$ cat src/rtl/alisim_pkg.sv
// Shared definitions for the phylogenetic simulation datapath: base encoding,
// random-sample width and the site sampler's control states.
package alisim_pkg;

    localparam int RAND_W = 11;

    localparam logic [1:0] BASE_A = 2'd0;
    localparam logic [1:0] BASE_C = 2'd1;
    localparam logic [1:0] BASE_G = 2'd2;
    localparam logic [1:0] BASE_T = 2'd3;

    localparam int NUM_BASES = 4;
    localparam int NUM_COLS  = 3;

    typedef enum logic [1:0] {
        ST_IDLE = 2'd0,
        ST_RUN  = 2'd1,
        ST_DONE = 2'd2
    } sampler_state_t;

    // Uniform cumulative table: column c holds (c+1)/4 of the sample range.
    function automatic int default_threshold(input int col, input int width);
        return (col + 1) << (width - 2);
    endfunction

endpackage

$ cat src/rtl/site_sampler_cdf_select.sv
// Three-threshold priority encoder: returns the index of the first cumulative
// threshold that the uniform sample falls below, or 3 if none.
module cdf_select #(
    parameter int W = 11
) (
    input  logic [W-1:0] u,
    input  logic [W-1:0] thr0,
    input  logic [W-1:0] thr1,
    input  logic [W-1:0] thr2,
    output logic [1:0]   base
);

    // First match wins, so non-monotone tables still produce a defined result.
    always_comb begin
        base = 2'd3;
        if (u < thr0) begin
            base = 2'd0;
        end else if (u < thr1) begin
            base = 2'd1;
        end else if (u < thr2) begin
            base = 2'd2;
        end
    end

endmodule

$ cat src/rtl/site_sampler.sv
// Per-site child nucleotide sampler: maps each parent base through a
// programmable cumulative substitution table using the LFSR's random word.
module site_sampler #(
    parameter int RAND_W = 11,
    parameter int LEN_W  = 16
) (
    input  logic              clk,
    input  logic              reset,
    input  logic [32:0]       rnd,
    input  logic              cfg_we,
    input  logic [3:0]        cfg_addr,
    input  logic [RAND_W-1:0] cfg_data,
    input  logic              start,
    input  logic [LEN_W-1:0]  seq_len,
    input  logic              in_valid,
    output logic              in_ready,
    input  logic [1:0]        in_base,
    output logic              out_valid,
    input  logic              out_ready,
    output logic [1:0]        out_base,
    output logic              out_last,
    output logic              busy,
    output logic              done
);

    import alisim_pkg::*;

    sampler_state_t    state_reg;
    sampler_state_t    state_next;
    logic [LEN_W-1:0]  count_reg;
    logic [LEN_W-1:0]  len_reg;
    logic              last_acc_reg;
    logic              out_valid_reg;
    logic [1:0]        out_base_reg;
    logic              out_last_reg;

    logic [NUM_COLS*RAND_W-1:0] row_thr [NUM_BASES];
    logic [NUM_COLS*RAND_W-1:0] sel_row;
    logic                       cfg_wr_en;
    logic                       accept;
    logic                       out_hs;
    logic                       site_is_last;
    logic [1:0]                 sampled_base;
    logic [RAND_W-1:0]          u;
    logic                       rnd_unused;

    assign u          = rnd[RAND_W-1:0];
    assign rnd_unused = ^rnd[32:RAND_W];

    // Column 3 of the address space is not backed by a register.
    assign cfg_wr_en = cfg_we && (state_reg == ST_IDLE) && (cfg_addr[1:0] != 2'd3);

    genvar gi, gj;
    generate
        for (gi = 0; gi < NUM_BASES; gi++) begin : gen_row
            logic [RAND_W-1:0] thr_reg [NUM_COLS];
            for (gj = 0; gj < NUM_COLS; gj++) begin : gen_col
                localparam logic [RAND_W-1:0] DEF_THR =
                    RAND_W'(default_threshold(gj, RAND_W));
                localparam logic [3:0] ADDR = 4'(gi * 4 + gj);
                always_ff @(posedge clk) begin
                    if (reset) begin
                        thr_reg[gj] <= DEF_THR;
                    end else if (cfg_wr_en && (cfg_addr == ADDR)) begin
                        thr_reg[gj] <= cfg_data;
                    end
                end
            end
            assign row_thr[gi] = {thr_reg[2], thr_reg[1], thr_reg[0]};
        end
    endgenerate

    assign sel_row = row_thr[in_base];

    cdf_select #(
        .W (RAND_W)
    ) u_cdf_select (
        .u    (u),
        .thr0 (sel_row[RAND_W-1:0]),
        .thr1 (sel_row[2*RAND_W-1:RAND_W]),
        .thr2 (sel_row[3*RAND_W-1:2*RAND_W]),
        .base (sampled_base)
    );

    assign in_ready     = (state_reg == ST_RUN) && (!out_valid_reg || out_ready) && !last_acc_reg;
    assign accept       = in_valid && in_ready;
    assign out_hs       = out_valid_reg && out_ready;
    assign site_is_last = (count_reg == (len_reg - LEN_W'(1)));

    always_comb begin
        state_next = state_reg;
        case (state_reg)
            ST_IDLE: begin
                if (start) begin
                    state_next = (seq_len != '0) ? ST_RUN : ST_DONE;
                end
            end
            ST_RUN: begin
                if (out_hs && out_last_reg) begin
                    state_next = ST_DONE;
                end
            end
            ST_DONE: state_next = ST_IDLE;
            default: state_next = ST_IDLE;
        endcase
    end

    always_ff @(posedge clk) begin
        if (reset) begin
            state_reg     <= ST_IDLE;
            count_reg     <= '0;
            len_reg       <= '0;
            last_acc_reg  <= 1'b0;
            out_valid_reg <= 1'b0;
            out_base_reg  <= 2'd0;
            out_last_reg  <= 1'b0;
        end else begin
            state_reg <= state_next;
            if ((state_reg == ST_IDLE) && start) begin
                len_reg      <= seq_len;
                count_reg    <= '0;
                last_acc_reg <= 1'b0;
            end
            // An accept in the same cycle as an output handshake simply reloads.
            if (accept) begin
                out_valid_reg <= 1'b1;
                out_base_reg  <= sampled_base;
                out_last_reg  <= site_is_last;
                count_reg     <= count_reg + LEN_W'(1);
                if (site_is_last) begin
                    last_acc_reg <= 1'b1;
                end
            end else if (out_hs) begin
                out_valid_reg <= 1'b0;
                out_last_reg  <= 1'b0;
            end
        end
    end

    assign out_valid = out_valid_reg;
    assign out_base  = out_base_reg;
    assign out_last  = out_last_reg;
    assign busy      = (state_reg == ST_RUN);
    assign done      = (state_reg == ST_DONE);

endmodule

$ cat config.mk
export PLATFORM = sky130hd
export DESIGN_NAME = site_sampler
export DESIGN_NICKNAME = d
export VERILOG_FILES = /design/src/rtl/alisim_pkg.sv /design/src/rtl/site_sampler_cdf_select.sv /design/src/rtl/site_sampler.sv
export SDC_FILE = /design/constraint.sdc
export NUM_CORES = 1
export LEC_CHECK = 0
export BUFFER_PORTS_ARGS = -buffer_cell sky130_fd_sc_hd__buf_2
export CORE_AREA = 2 2 109 217
export CTS_CLUSTER_SIZE = 14
export DETAILED_ROUTE_END_ITERATION = 8
export DIE_AREA = 0 0 111 219
export PLACE_DENSITY = 0.58
export SYNTH_ARGS = -nofsm -noshare
export SYNTH_HDL_FRONTEND = slang
export SYNTH_SLANG_ARGS = --single-unit
$ cat constraint.sdc
create_clock -name clk -period 3.3 [get_ports clk]
set_input_delay 0.165 -clock clk [delete_from_list [all_inputs] [get_ports clk]]
set_output_delay 0.165 -clock clk [all_outputs]
set_load 0.05 [all_outputs]
== Yosys cells after proc, flatten, opt, wreduce, memory -nomap -nowiden ==
Memories as Yosys holds them, arrays and structs flattened.
Index checks and enable logic that the tools add are counted.
Cells by class
  add/sub/neg operators: 2
  bitwise gates (word level): 13
  reductions and logical operators: 29
  eq/ne operators: 17
  order comparisons: 4
  mux-type cells: 68
Operators with widths (count)
  $mux 11: 12
  $bmux 33 s2: 1
  $mux 33: 2
  $mux 1: 45
  $lt 11x11->1: 3
  $mux 16: 2
  $eq 4x4->1 const B: 6
  $logic_and 1x1->1: 20
  $add 16x1->16 const B: 1
  $eq 16x16->1: 1
  $reduce_bool 16->1: 1
  $sub 16x1->16 const B: 1
  $eq 4x3->1 const B: 3
  $or 1x1->1: 12
  $mux 2: 5
  $eq 4x1->1 const B: 1
  $eq 4x2->1 const B: 1
  $logic_not 4->1: 1
  $ne 2x2->1 const B: 2
  $pmux 2 s2: 1
  $reduce_bool 2->1: 2
  $ge 3x3->1 const B: 1
  $not 2->3: 1
  $eq 2x1->1 const B: 1
  6 further kinds: 7
Storage, ports and cells
  output and inout port bits: 7
  register bits: 39
  RAM bits: 132
  memories: 4
Memory list
  gen_row[0].thr_reg: depth 3, width 11, read ports 3, clocked after Yosys merged registers in 0, write ports 3, line site_sampler.sv:56  | logic [RAND_W-1:0] thr_reg [NUM_COLS];
  gen_row[1].thr_reg: depth 3, width 11, read ports 3, clocked after Yosys merged registers in 0, write ports 3, line site_sampler.sv:56
  gen_row[2].thr_reg: depth 3, width 11, read ports 3, clocked after Yosys merged registers in 0, write ports 3, line site_sampler.sv:56
  gen_row[3].thr_reg: depth 3, width 11, read ports 3, clocked after Yosys merged registers in 0, write ports 3, line site_sampler.sv:56

== Logic depth before layout (Yosys ltp) ==
Gate-level depths: netlist of the first run.
  depth in word-level cells: 8
  gate-level depth with buffers: 11
  gate-level depth less buffers: 9

== By module ==
From an unflattened synthesis of the first run, not the netlist that was laid out.
Unflattened totals
  cell total of the unflattened synthesis: 754
  area, all modules: 8774.7 sq um
Modules (own cells, without submodules)
  site_sampler: cells an instance 647, area an instance 8021.4 sq um, instances 1
  cdf_select: cells an instance 107, area an instance 753.2 sq um, instances 1

== Worst setup path before layout of the first run ==
No wires, ideal clock.
  path kind: input to register
  start point: input in_base[0]
  end point: register out_base_reg[0] (netlist: out_base[0])
  data arrival time: 2458 ps
  stages: 11
  library setup time: 69 ps
  slack: 773 ps
  cells stage by stage: clkbuf_1 -> buf_2 -> mux4_2 -> inv_1 -> ha_1 -> a21o_1 -> a221o_1 -> nand2_1 -> nor3b_1 -> nor4_1 -> o21ai_1
Between the ends
  word-level cells in the longest chain between the ends: 8
  elaborated cells between the ends (all ways): 10
  those cells by class: 3 x order compare; 6 x mux; 1 x bitwise
Ends and longest elaborated chain
  from (decl): line site_sampler.sv:17  | input logic [1:0] in_base,
  $not 2->3 (not written as such) *: line site_sampler.sv:73  | assign sel_row = row_thr[in_base];
  $bmux 33 s2 *: line site_sampler.sv:73
  $mux 33 (not written as such) * (2 in a row): line site_sampler.sv:73
  $lt 11x11->1: line site_sampler_cdf_select.sv:20  | end else if (u < thr2) begin
  $mux 1: line site_sampler_cdf_select.sv:20
  $mux 2: line site_sampler_cdf_select.sv:18  | end else if (u < thr1) begin
  $mux 2 *: line site_sampler_cdf_select.sv:16  | if (u < thr0) begin
  to (signal assigned): line site_sampler.sv:127  | out_base_reg <= sampled_base;
  to (decl): line site_sampler.sv:34  | logic [1:0] out_base_reg;
Every way passes the cells marked *; elsewhere a longest branch is shown, timed or not. The select of a mux whose other input is x is not followed.
A chain may end at the register's enable or synchronous reset.

== Worst setup path after layout of the first run ==
  start point: register len_reg[0]
  end point: register last_acc_reg
Between the ends
  word-level cells in the longest chain between the ends: 4
Ends and longest elaborated chain
  from (decl): line site_sampler.sv:31  | logic [LEN_W-1:0] len_reg;
  from (signal assigned): line site_sampler.sv:120  | len_reg <= seq_len;
  $sub 16x1->16: line site_sampler.sv:88  | assign site_is_last = (count_reg == (len_reg - LEN_W'(1)));
  $eq 16x16->1: line site_sampler.sv:88
  $mux 1: line site_sampler.sv:130  | if (site_is_last) begin
  $mux 1: line site_sampler.sv:125  | if (accept) begin
  to (signal assigned): line site_sampler.sv:113  | last_acc_reg <= 1'b0;
  to (signal assigned): line site_sampler.sv:122  | last_acc_reg <= 1'b0;
  to (signal assigned): line site_sampler.sv:131  | last_acc_reg <= 1'b1;
  to (decl): line site_sampler.sv:32  | logic last_acc_reg;
Every way passes these cells.

==> impl_metrics.py, run 1 <==
metrics = {
    "outcome": {
        "status": "completed",
    },
    "final_layout": {
        "final_area_um2": 10300,
        "diodes": 0,
        "drive_gt1_frac": 0.193,
        "fillers": 2086,
        "largest_reg_flops": 132,
        "final_nets": 941,
        "final_common_cell": "edfxtp_1",
        "final_cell_mix": "132 x edfxtp_1, 116 x and2_1, 59 x nand2_1, 56 x buf_2, 43 x a21oi_1",
        "multi_input_area_um2": 3830,
        "area_delta_synth_final_pct": 16.1,
        "seqCellArea_um2": 4740,
    },
    "yosys": {
        "synth_area_um2": 8910,
        "synth_fa_ha_area_frac": 0.0449,
        "synth_top_family_by_area": "simple AND/OR/NAND/NOR gates",
        "synth.yosys.seq_area_share": 0.532,
        "yosys.cell_types.count": 61,
        "netlist_instances": 770,
        "synth-main-ff-cell": "edfxtp_1",
        "synth-simple-area-share": 0.207,
        "ys_warn_count": 0,
        "synth-compound-area-share": 0.0759,
        "synthArstFlopShare": 0,
        "synth_mux_area_frac": 0.0834,
        "synth_nets": 874,
        "synth_xor_area_frac": 0.0177,
        "ys_ff_latch": 171,
        "synth_edf_count": 132,
        "syn_avg_cell_area_um2": 11.6,
    },
    "timing": {
        "finClkSkew_ps": 8.62,
        "worstMarginPinSlew_ps": 879,
        "fin_tns_setup_ps": 0,
        "period_share": 0.723,
        "drv_slew": 0,
        "fmax_ghz": 0.419,
        "rsz0062_at_grt": "false",
        "slew_headroom": 0.412,
        "timing_hold_violations_final": 0,
        "period_needed_ps": 2380,
        "setup_viol": 0,
    },
    "worst_setup_path": {
        "worstPathArrival_ps": 2770,
        "crit_path_start_kind": "register",
        "required_ps": 3680,
        "rr_worst_depth": 8,
        "crit_type": "register to register",
        "critical_path.max_fanout": 12,
        "worstSetupEndpointType": "register",
    },
    "routing": {
        "ant_nets": 0,
        "vias": 6086,
        "wl_per_cell_um": 20.5,
        "remaining_drc_errors": 0,
        "drt-vias-per-instance": 5.39,
        "drt_iter0_drc": 336,
        "wirelength_mm": 23.1,
        "dr.pass1.iters": 4,
    },
    "power": {
        "irDropWorstVdd_v": 0.000236,
        "power_density_nw_per_um2": 504,
        "p_leak_nw": 3.93,
    },
    "job": {
        "drv_cap": 0,
    },
    "clocking": {
        "cts_tree": "done",
        "clock_path_buffers": 2,
        "root_buffer": "clkbuf_16",
        "cts_max_level": 4,
        "clock-sinks": 171,
        "cts.clk_slew.worst_paths_ps": 60,
        "worstSkewPairLatency_ps": 440,
        "numCtsBuffers": 17,
    },
    "grt": {
        "antenna_found_initial": 0,
        "track_usage": 0.198,
        "grt_pass1_wl_mm": 35.4,
        "grt_max_degree": 38,
        "grt_pass1_vias": 6244,
        "overflow": 0,
    },
    "die": {
        "core_um2": 22500,
        "io_pins": 79,
        "die-area_um2": 24300,
        "start_util": 0.395,
        "num_rows": 78,
        "die_h_um": 219,
        "die_w_um": 111,
    },
    "hold_path": {
        "hold_depth": 4,
        "hp-class": "primary input to register",
    },
    "placed_design": {
        "placed_cell_area_um2": 9570,
        "port_buffers": 56,
        "hpwl_mm": 17.3,
        "routabilityCongestion": 0.866,
    },
}
[timing repair]
item | CTS | global route
gates resized for setup | 0 | 0
hold buffers | 14 | 0
endpoints found under the hold margin | 14 | 0
setup buffers | 0 | 0
[cell usage after synthesis, types with 2 or more instances]
cell | count | area, um^2
edfxtp_1 | 132 | 3960
and2_1 | 116 | 726
nand2_1 | 59 | 221
clkbuf_1 | 45 | 169
a21oi_1 | 43 | 215
dfxtp_1 | 39 | 781
inv_1 | 34 | 128
mux4_2 | 33 | 743
ha_1 | 32 | 400
nor2_1 | 27 | 101
nand2b_1 | 23 | 144
nor3_1 | 22 | 110
nand3_1 | 14 | 70.1
o21bai_1 | 12 | 90.1
xor2_1 | 12 | 105
nand4_1 | 9 | 56.3
nor4_1 | 9 | 56.3
and3_1 | 7 | 43.8
nor2b_1 | 6 | 37.5
o21ai_0 | 6 | 30.0
or3_1 | 6 | 37.5
xnor2_1 | 6 | 52.6
a21o_1 | 5 | 37.5
a31oi_1 | 5 | 31.3
o211ai_1 | 5 | 37.5
a211oi_1 | 4 | 30.0
and4_1 | 4 | 35.0
nor4b_1 | 4 | 35.0
o2111ai_1 | 4 | 35.0
or2_0 | 4 | 25.0
buf_1 | 3 | 11.3
buf_2 | 3 | 15.0
nand3b_1 | 3 | 22.5
o21a_1 | 3 | 22.5
o21ai_1 | 3 | 15.0
buf_6 | 2 | 22.5
o41ai_1 | 2 | 17.5
[cell families (layout without fill, tap and decap cells)]
kind of cell,after synthesis,in the layout
simple gates,324,324
flops,171,171
compound gates,104,104
buf+inv,88,168
mux,33,33
fa+ha+maj,32,32
xor+xnor,18,18
[power by group]
group	switching [mW]	internal, mW
combinational	0.357	0.242
clock	0.895	1.29
sequential	0.0443	2.39
total	1.30	3.92
[per-layer routing]
| metal | track usage | up-vias | part of all wire |
|---|---|---|---|
| li1 | - | 2926 | - |
| met1 | 0.181 | 3003 | 0.34 |
| met2 | 0.413 | 121 | 0.60 |
| met3 | 0.0295 | 36 | 0.028 |
| met4 | 0.0904 | 0 | 0.031 |
| met5 | 0 | - | 0 |
[per-stage QoR]
stage	setup slack [ps]	hold WS, ps	total power, mW	utilization	cells
finish	915	41.4	5.21	0.459	1130
global route	695	37.3	5.40	0.459	1130
CTS	900	15.6	5.25	0.459	1130
detailed placement	508	423	3.07	0.425	1084
global placement	547	420	3.07	0.425	1084
floorplan	773	301	2.87	-	770
[worst max-delay path, stage by stage, from the launching register on]
cell and delay (ps):
dfxtp_1 440, inv_1 70, ha_1 350, o21ba_2 250
a221oi_1 410, o22ai_1 170, a2111oi_2 320, o2111ai_1 220
nand2_1 100
[path summary, 6_finish.rpt]
| check | start | end | slack (ps) |
|---|---|---|---|
| max reg2reg | len_reg[0]$_SDFFE_PP0P_ | last_acc_reg$_SDFF_PP0_ | 920 |
| min reg2reg | out_base[0]$_SDFFE_PP0P_ | out_base[0]$_SDFFE_PP0P_ | 450 |
| max | len_reg[0]$_SDFFE_PP0P_ | last_acc_reg$_SDFF_PP0_ | 920 |
| min | out_ready | out_last$_SDFFE_PP0P_ | 40 |
[area by class of cell]
type                    count  area share
flip-flops and latches    171       0.459
well taps                 280      0.0339
clock inverters            14      0.0201
inverters                  35      0.0127
multi-input cells         511       0.370
repair buffers            101      0.0631
clock buffers              18      0.0415
Power figures use the tool's default switching activity.
==> run 2, diff against run 1 <==
--- a/config.mk
+++ b/config.mk
@@ -5,11 +5,12 @@
 export SDC_FILE = /design/constraint.sdc
 export NUM_CORES = 1
 export LEC_CHECK = 0
+export ABC_AREA = 1
 export BUFFER_PORTS_ARGS = -buffer_cell sky130_fd_sc_hd__buf_2
-export CORE_AREA = 2 2 109 217
+export CORE_AREA = 2 2 108 215
 export CTS_CLUSTER_SIZE = 14
 export DETAILED_ROUTE_END_ITERATION = 8
-export DIE_AREA = 0 0 111 219
+export DIE_AREA = 0 0 110 217
 export PLACE_DENSITY = 0.58
 export SYNTH_ARGS = -nofsm -noshare
 export SYNTH_HDL_FRONTEND = slang
==> constraint.sdc (replaced) <==
create_clock -name clk -period 2.3 [get_ports clk]
set_input_delay 0.115 -clock clk [delete_from_list [all_inputs] [get_ports clk]]
set_output_delay 0.115 -clock clk [all_outputs]
set_load 0.05 [all_outputs]
==> run 2 against run 1 <==
  * Wire length shrank 5.5%
  * Total power rose by 42%
  * Largest power group unchanged
  * Highest routed layer unchanged
  * Non-clock buffer count decreased by 4
==> impl_metrics.py, run 2 <==
metrics = {
    "timing": {
        "finClkSkew_ps": 6.48,
        "drv_slew": 0,
        "slew_headroom": 0.621,
        "fmax_ghz": 0.508,
        "timing_hold_violations_final": 0,
        "setup_viol": 0,
        "worstMarginPinSlew_ps": 567,
        "period_needed_ps": 1970,
        "fin_tns_setup_ps": 0,
        "period_share": 0.856,
        "rsz0062_at_grt": "false",
    },
    "final_layout": {
        "final_cell_mix": "250 x nand2_1, 197 x nor2_1, 132 x edfxtp_1, 76 x inv_1, 73 x a21oi_1",
        "final_common_cell": "nand2_1",
        "final_area_um2": 10200,
        "area_delta_synth_final_pct": 16.6,
        "stdcell_count": 1382,
        "drive_gt1_frac": 0.122,
        "diodes": 0,
        "final_nets": 1193,
        "largest_reg_flops": 132,
    },
    "grt": {
        "grt_pass1_wl_mm": 35.1,
        "grt_pass1_vias": 6833,
        "overflow": 0,
        "grt_max_degree": 52,
        "antenna_found_initial": 0,
        "track_usage": 0.193,
    },
    "yosys": {
        "synth_area_um2": 8770,
        "synthTopCellsByCount": "250 x nand2_1, 197 x nor2_1, 132 x edfxtp_1, 77 x inv_1, 73 x a21oi_1",
        "ys_warn_count": 0,
        "ys_ff_latch": 171,
        "yosys.cell_types.count": 35,
        "synth_top_area_frac": 0.452,
        "synth.yosys.seq_area_share": 0.541,
        "netlist_instances": 1016,
        "synth_nets": 1120,
        "synthArstFlopShare": 0,
        "synth_top_area_cell": "edfxtp_1",
        "syn_avg_cell_area_um2": 8.63,
        "ys_top_cells_by_area": "edfxtp_1 45%, nand2_1 11%, dfxtp_1 8.9%",
        "synth-main-ff-cell": "edfxtp_1",
        "yosysMostFrequentCell": "nand2_1",
        "synth_edf_count": 132,
    },
    "worst_setup_path": {
        "r2r-end": "out_last$_SDFFE_PP0P_",
        "required_ps": 2660,
        "critical_path.max_fanout": 4,
        "crit_path_start_kind": "register",
        "crit_type": "register to register",
        "worstPathArrival_ps": 2330,
        "reg2reg_slack_ps": 330,
        "rr_startpoint": "len_reg[0]$_SDFFE_PP0P_",
        "rr_worst_depth": 12,
        "worstSetupEndpointType": "register",
    },
    "job": {
        "drv_cap": 0,
    },
    "hold_path": {
        "hold_depth": 3,
        "min_to": "len_reg[0]$_SDFFE_PP0P_",
        "hold_start": "seq_len[0]",
        "hp-class": "primary input to register",
    },
    "clocking": {
        "clock_path_buffers": 2,
        "clock-sinks": 171,
        "cts_max_level": 4,
        "root_buffer": "clkbuf_16",
        "numCtsBuffers": 17,
        "cts.clk_slew.worst_paths_ps": 70,
        "worstSkewPairLatency_ps": 430,
        "cts_tree": "done",
    },
    "placed_design": {
        "placed_cells": 1334,
        "port_buffers": 56,
        "routabilityCongestion": 0.829,
        "placed_cell_area_um2": 9470,
        "hpwl_mm": 15.4,
    },
    "routing": {
        "wirelength_mm": 21.9,
        "vias": 7072,
        "remaining_drc_errors": 0,
        "ant_nets": 0,
        "dr.pass1.iters": 5,
        "drt-vias-per-instance": 5.12,
        "drt_iter0_drc": 497,
        "wl_per_cell_um": 15.8,
    },
    "die": {
        "num_rows": 78,
        "die-area_um2": 23900,
        "core_um2": 22300,
        "io_pins": 79,
        "die_w_um": 110,
        "start_util": 0.392,
        "die_h_um": 217,
    },
    "power": {
        "irDropWorstVdd_v": 0.000483,
        "p_leak_nw": 4.19,
        "power_density_nw_per_um2": 722,
    },
    "outcome": {
        "status": "completed",
    },
}
run 2: cell types whose count changed in the layout (fill, tap and decap cells not counted), moves of 23 or more:
| cell | previous run | this run |
|---|---|---|
| o21ai_0 | 6 | 40 |
| mux4_2 | 33 | 0 |
| inv_1 | 34 | 76 |
| nor2_1 | 27 | 197 |
| a21oi_1 | 43 | 73 |
| and2_1 | 116 | 1 |
| nand2b_1 | 23 | 0 |
| a32o_1 | 0 | 30 |
| nand2_1 | 59 | 250 |
run 2: stage by stage:
step                      setup slack [ps]  utilization  power [mW]  hold WS (ps)
after CTS                              304        0.457        7.46          16.8
after global placement                 163        0.424        4.51           384
final                                  331        0.457        7.38          36.4
after floorplan                        199            -        4.21           254
after detailed placement               138        0.424        4.54           392
after global routing                  27.5        0.457        7.71          55.4
run 2: repair_timing:
item                      CTS  global route
gates resized for setup     0             0
hold buffers               16             0
setup buffers               0             0
hold endpoints to repair   16             0
run 2: logic make-up (layout without fill, tap and decap cells):
kind of cell             after synthesis  after routing  synth area share
adder cells (fa/ha/maj)               32             32            0.0457
AO/OA/AOI/OAI                        154            154             0.109
flip-flops                           171            171             0.541
buffers and inverters                135            221            0.0584
XOR/XNOR                              13             13            0.0130
AND/OR/NAND/NOR                      511            511             0.233
run 2: worst max-delay path: stages, from the launching register on:
cell and delay (ps):
dfxtp_1 340, inv_1 100, ha_1 210, nand3_1 180
nor2_1 290, nand2_1 100, nand3_1 90, nand2_1 50
nor2_1 100, nand3_1 100, nor2_1 220, nor2_1 60
nor2_1 80
run 2: per-layer routing:
| metal | wire length (um) | GRT usage |
|---|---|---|
| met1 | 9820 | 0.264 |
| met2 | 10600 | 0.311 |
| met3 | 944 | 0.0294 |
| met4 | 439 | 0.0629 |
| met5 | 0 | 0 |
run 2: worst max-delay path by stage:
| stage | start | to | cells past startpoint |
|---|---|---|---|
| floorplan | state_reg[1]$_SDFFE_PP0P_ | gen_row[0].thr_reg[1][0]$_SDFFCE_PN0P_ | 5 |
| global placement | in_base[0] | out_base[0]$_SDFFE_PP0P_ | 12 |
| detailed placement | in_base[0] | out_base[0]$_SDFFE_PP0P_ | 13 |
| CTS | len_reg[0]$_SDFFE_PP0P_ | out_last$_SDFFE_PP0P_ | 12 |
| global route | state_reg[0]$_SDFFE_PP0P_ | count_reg[10]$_SDFFE_PP0P_ | 11 |
| finish | len_reg[0]$_SDFFE_PP0P_ | out_last$_SDFFE_PP0P_ | 12 |
run 2: cell type report:
type	instances	area, um^2
Fill cell	2163	12100
Sequential cell	171	4740
Multi-Input combinational cell	710	3510
Timing Repair Buffer	97	678
Clock buffer	18	429
Tap cell	280	350
Inverter	92	345
Clock inverter	14	163
run 2: where the power goes:
group | total [mW] | switching [mW] | internal [mW]
Clock | 2.90 | 1.27 | 1.63
Sequential | 3.50 | 0.0615 | 3.44
Combinational | 0.988 | 0.637 | 0.351
Total | 7.38 | 1.97 | 5.42
==> run 3, diff against run 2 <==
--- a/config.mk
+++ b/config.mk
@@ -12,6 +12,7 @@
 export DETAILED_ROUTE_END_ITERATION = 8
 export DIE_AREA = 0 0 110 217
 export PLACE_DENSITY = 0.58
+export REMOVE_ABC_BUFFERS = 1
 export SYNTH_ARGS = -nofsm -noshare
 export SYNTH_HDL_FRONTEND = slang
 export SYNTH_SLANG_ARGS = --single-unit
==> run 3 against run 2 <==
  * Clock skew increased by 1.3 ps
  * Fmax rose by 1.1%
  * Hold slack improved by 9.1 ps
  * Design area shrank 0.37%
  * Clock-buffer cell count decreased by 1
  * Cell count rose by 0.14%
==> impl_metrics.py, run 3 (same netlist as run 2, synthesis figures left out) <==
metrics = {
    "die": {
        "die_h_um": 217,
        "num_rows": 78,
        "die_w_um": 110,
        "start_util": 0.392,
        "die-area_um2": 23900,
        "core_um2": 22300,
        "io_pins": 79,
    },
    "clocking": {
        "cts_tree": "done",
        "cts_setup_buffers": 0,
        "cts_max_level": 4,
        "clock_path_buffers": 2,
        "worstSkewPairLatency_ps": 430,
        "cts.clk_slew.worst_paths_ps": 70,
        "numCtsBuffers": 17,
        "root_buffer": "clkbuf_16",
        "clock-sinks": 171,
    },
    "placed_design": {
        "dp_slack_ps": 152,
        "hpwl_mm": 14.8,
        "port_buffers": 56,
        "placed_cells": 1336,
        "routabilityCongestion": 0.833,
    },
    "grt": {
        "antenna_found_initial": 0,
        "overflow": 0,
        "grt_max_degree": 46,
        "grt_pass1_vias": 6657,
        "grt_pass1_wl_mm": 33.7,
        "track_usage": 0.184,
    },
    "final_layout": {
        "area_delta_synth_final_pct": 16.2,
        "fillers": 2143,
        "diodes": 0,
        "final_common_cell": "nand2_1",
        "seqCellArea_um2": 4740,
        "stdcell_count": 1384,
        "drive_gt1_frac": 0.122,
        "largest_reg_flops": 132,
        "multi_input_area_um2": 3510,
        "final_cell_mix": "250 x nand2_1, 197 x nor2_1, 132 x edfxtp_1, 76 x inv_1, 73 x a21oi_1",
        "final_nets": 1195,
        "utilization": 0.456,
    },
    "power": {
        "power_density_nw_per_um2": 702,
        "irDropWorstVdd_v": 0.000428,
        "finalPower_mw": 7.15,
        "p_leak_nw": 4.17,
    },
    "routing": {
        "drt-vias-per-instance": 5.03,
        "remaining_drc_errors": 0,
        "wl_per_cell_um": 14.9,
        "wirelength_mm": 20.6,
        "dr.pass1.iters": 5,
        "drt_iter0_drc": 438,
        "vias": 6962,
        "ant_nets": 0,
    },
    "worst_setup_path": {
        "crit_type": "register to register",
        "crit_top_cell": "nor2_1",
        "reg2reg_slack_ps": 350,
        "worst_path_largest_cell_delay_ps": 340,
        "critical_path.max_fanout": 4,
        "crit_chain": "inv_1 > ha_1 > nand3_1 > nor2_1 > nand2_1 > nand3_1 > nand2_1 > nor2_1 > nand3_1 > nor2_1 > nor2_1 > nor2_1",
        "critPathSlowestCell": "dfxtp_1",
        "required_ps": 2670,
        "crit_path_start_kind": "register",
        "worstPathArrival_ps": 2320,
        "worstSetupEndpointType": "register",
    },
    "timing": {
        "setup_viol": 0,
        "drv_slew": 0,
        "whs_ps": 45.4,
        "period_needed_ps": 1950,
        "period_share": 0.847,
        "slew_headroom": 0.653,
        "fmax_ghz": 0.514,
        "rsz0062_at_grt": "false",
        "worstMarginPinSlew_ps": 519,
        "timing_hold_violations_final": 0,
        "finClkSkew_ps": 7.78,
        "finalWorstSetupSlack_ps": 353,
    },
    "outcome": {
        "status": "completed",
    },
    "job": {
        "drv_cap": 0,
    },
    "hold_path": {
        "hp-class": "primary input to register",
    },
}
run 3: cell types whose count changed in the layout (fill, tap and decap cells not counted), sizes merged:
cell	change
clkinv	+1
inv	+2
buf	+2
bufinv	-2
clkbuf	-1
run 3: cell type report:
cell class                 instances  share of cell area
clock buffer                      17              0.0418
clock inverter                    15              0.0112
inverter                          92              0.0339
multi-input combinational        710               0.345
sequential                       171               0.466
tap                              280              0.0344
timing repair buffer              99              0.0681
run 3: power breakdown:
part	total, mW	internal (mW)	switching, mW
Clock	2.67	1.40	1.27
Combinational	0.980	0.352	0.628
Sequential	3.50	3.43	0.0611
run 3: repair_timing:
action / CTS / global route
hold buffers: 16 / 0
gates resized for setup: 0 / 0
endpoints found under the setup margin: 0 / 0
hold endpoints to repair: 16 / 0
run 3: critical path: cells and delay by family, from the launching register on:
family	cells	cell delay, ps
and+or+nand+nor	10	1240
DFF	1	340
buffers and inverters	1	100
adders and majority gates	1	210
run 3: metal layers:
metal | GRT usage | routed length, um | up-vias
met5 | 0 | 0 | -
met4 | 0.0549 | 360 | 0
met3 | 0.0288 | 635 | 19
met2 | 0.306 | 10400 | 142
met1 | 0.245 | 9220 | 3241
li1 | - | - | 3560
run 3: stage by stage:
| stage | cell area, um^2 | setup TNS (ps) |
|---|---|---|
| 2_1_floorplan | 8600 | -109 |
| 3_3_place_gp | 9490 | 0 |
| 3_5_place_dp | 9490 | 0 |
| 4_1_cts | 10200 | 0 |
| 5_1_grt | 10200 | 0 |
| 6_report | 10200 | 0 |
run 3: path summary, 6_finish.rpt:
path                                            startpoint                         end  cells past startpoint
worst min-delay path                            seq_len[2]     len_reg[2]$_SDFFE_PP0P_                      3
worst max-delay path               len_reg[0]$_SDFFE_PP0P_       out_last$_SDFFE_PP0P_                     12
worst min register to register  count_reg[14]$_SDFFE_PP0P_  count_reg[14]$_SDFFE_PP0P_                      2
worst max register to register     len_reg[0]$_SDFFE_PP0P_       out_last$_SDFFE_PP0P_                     12
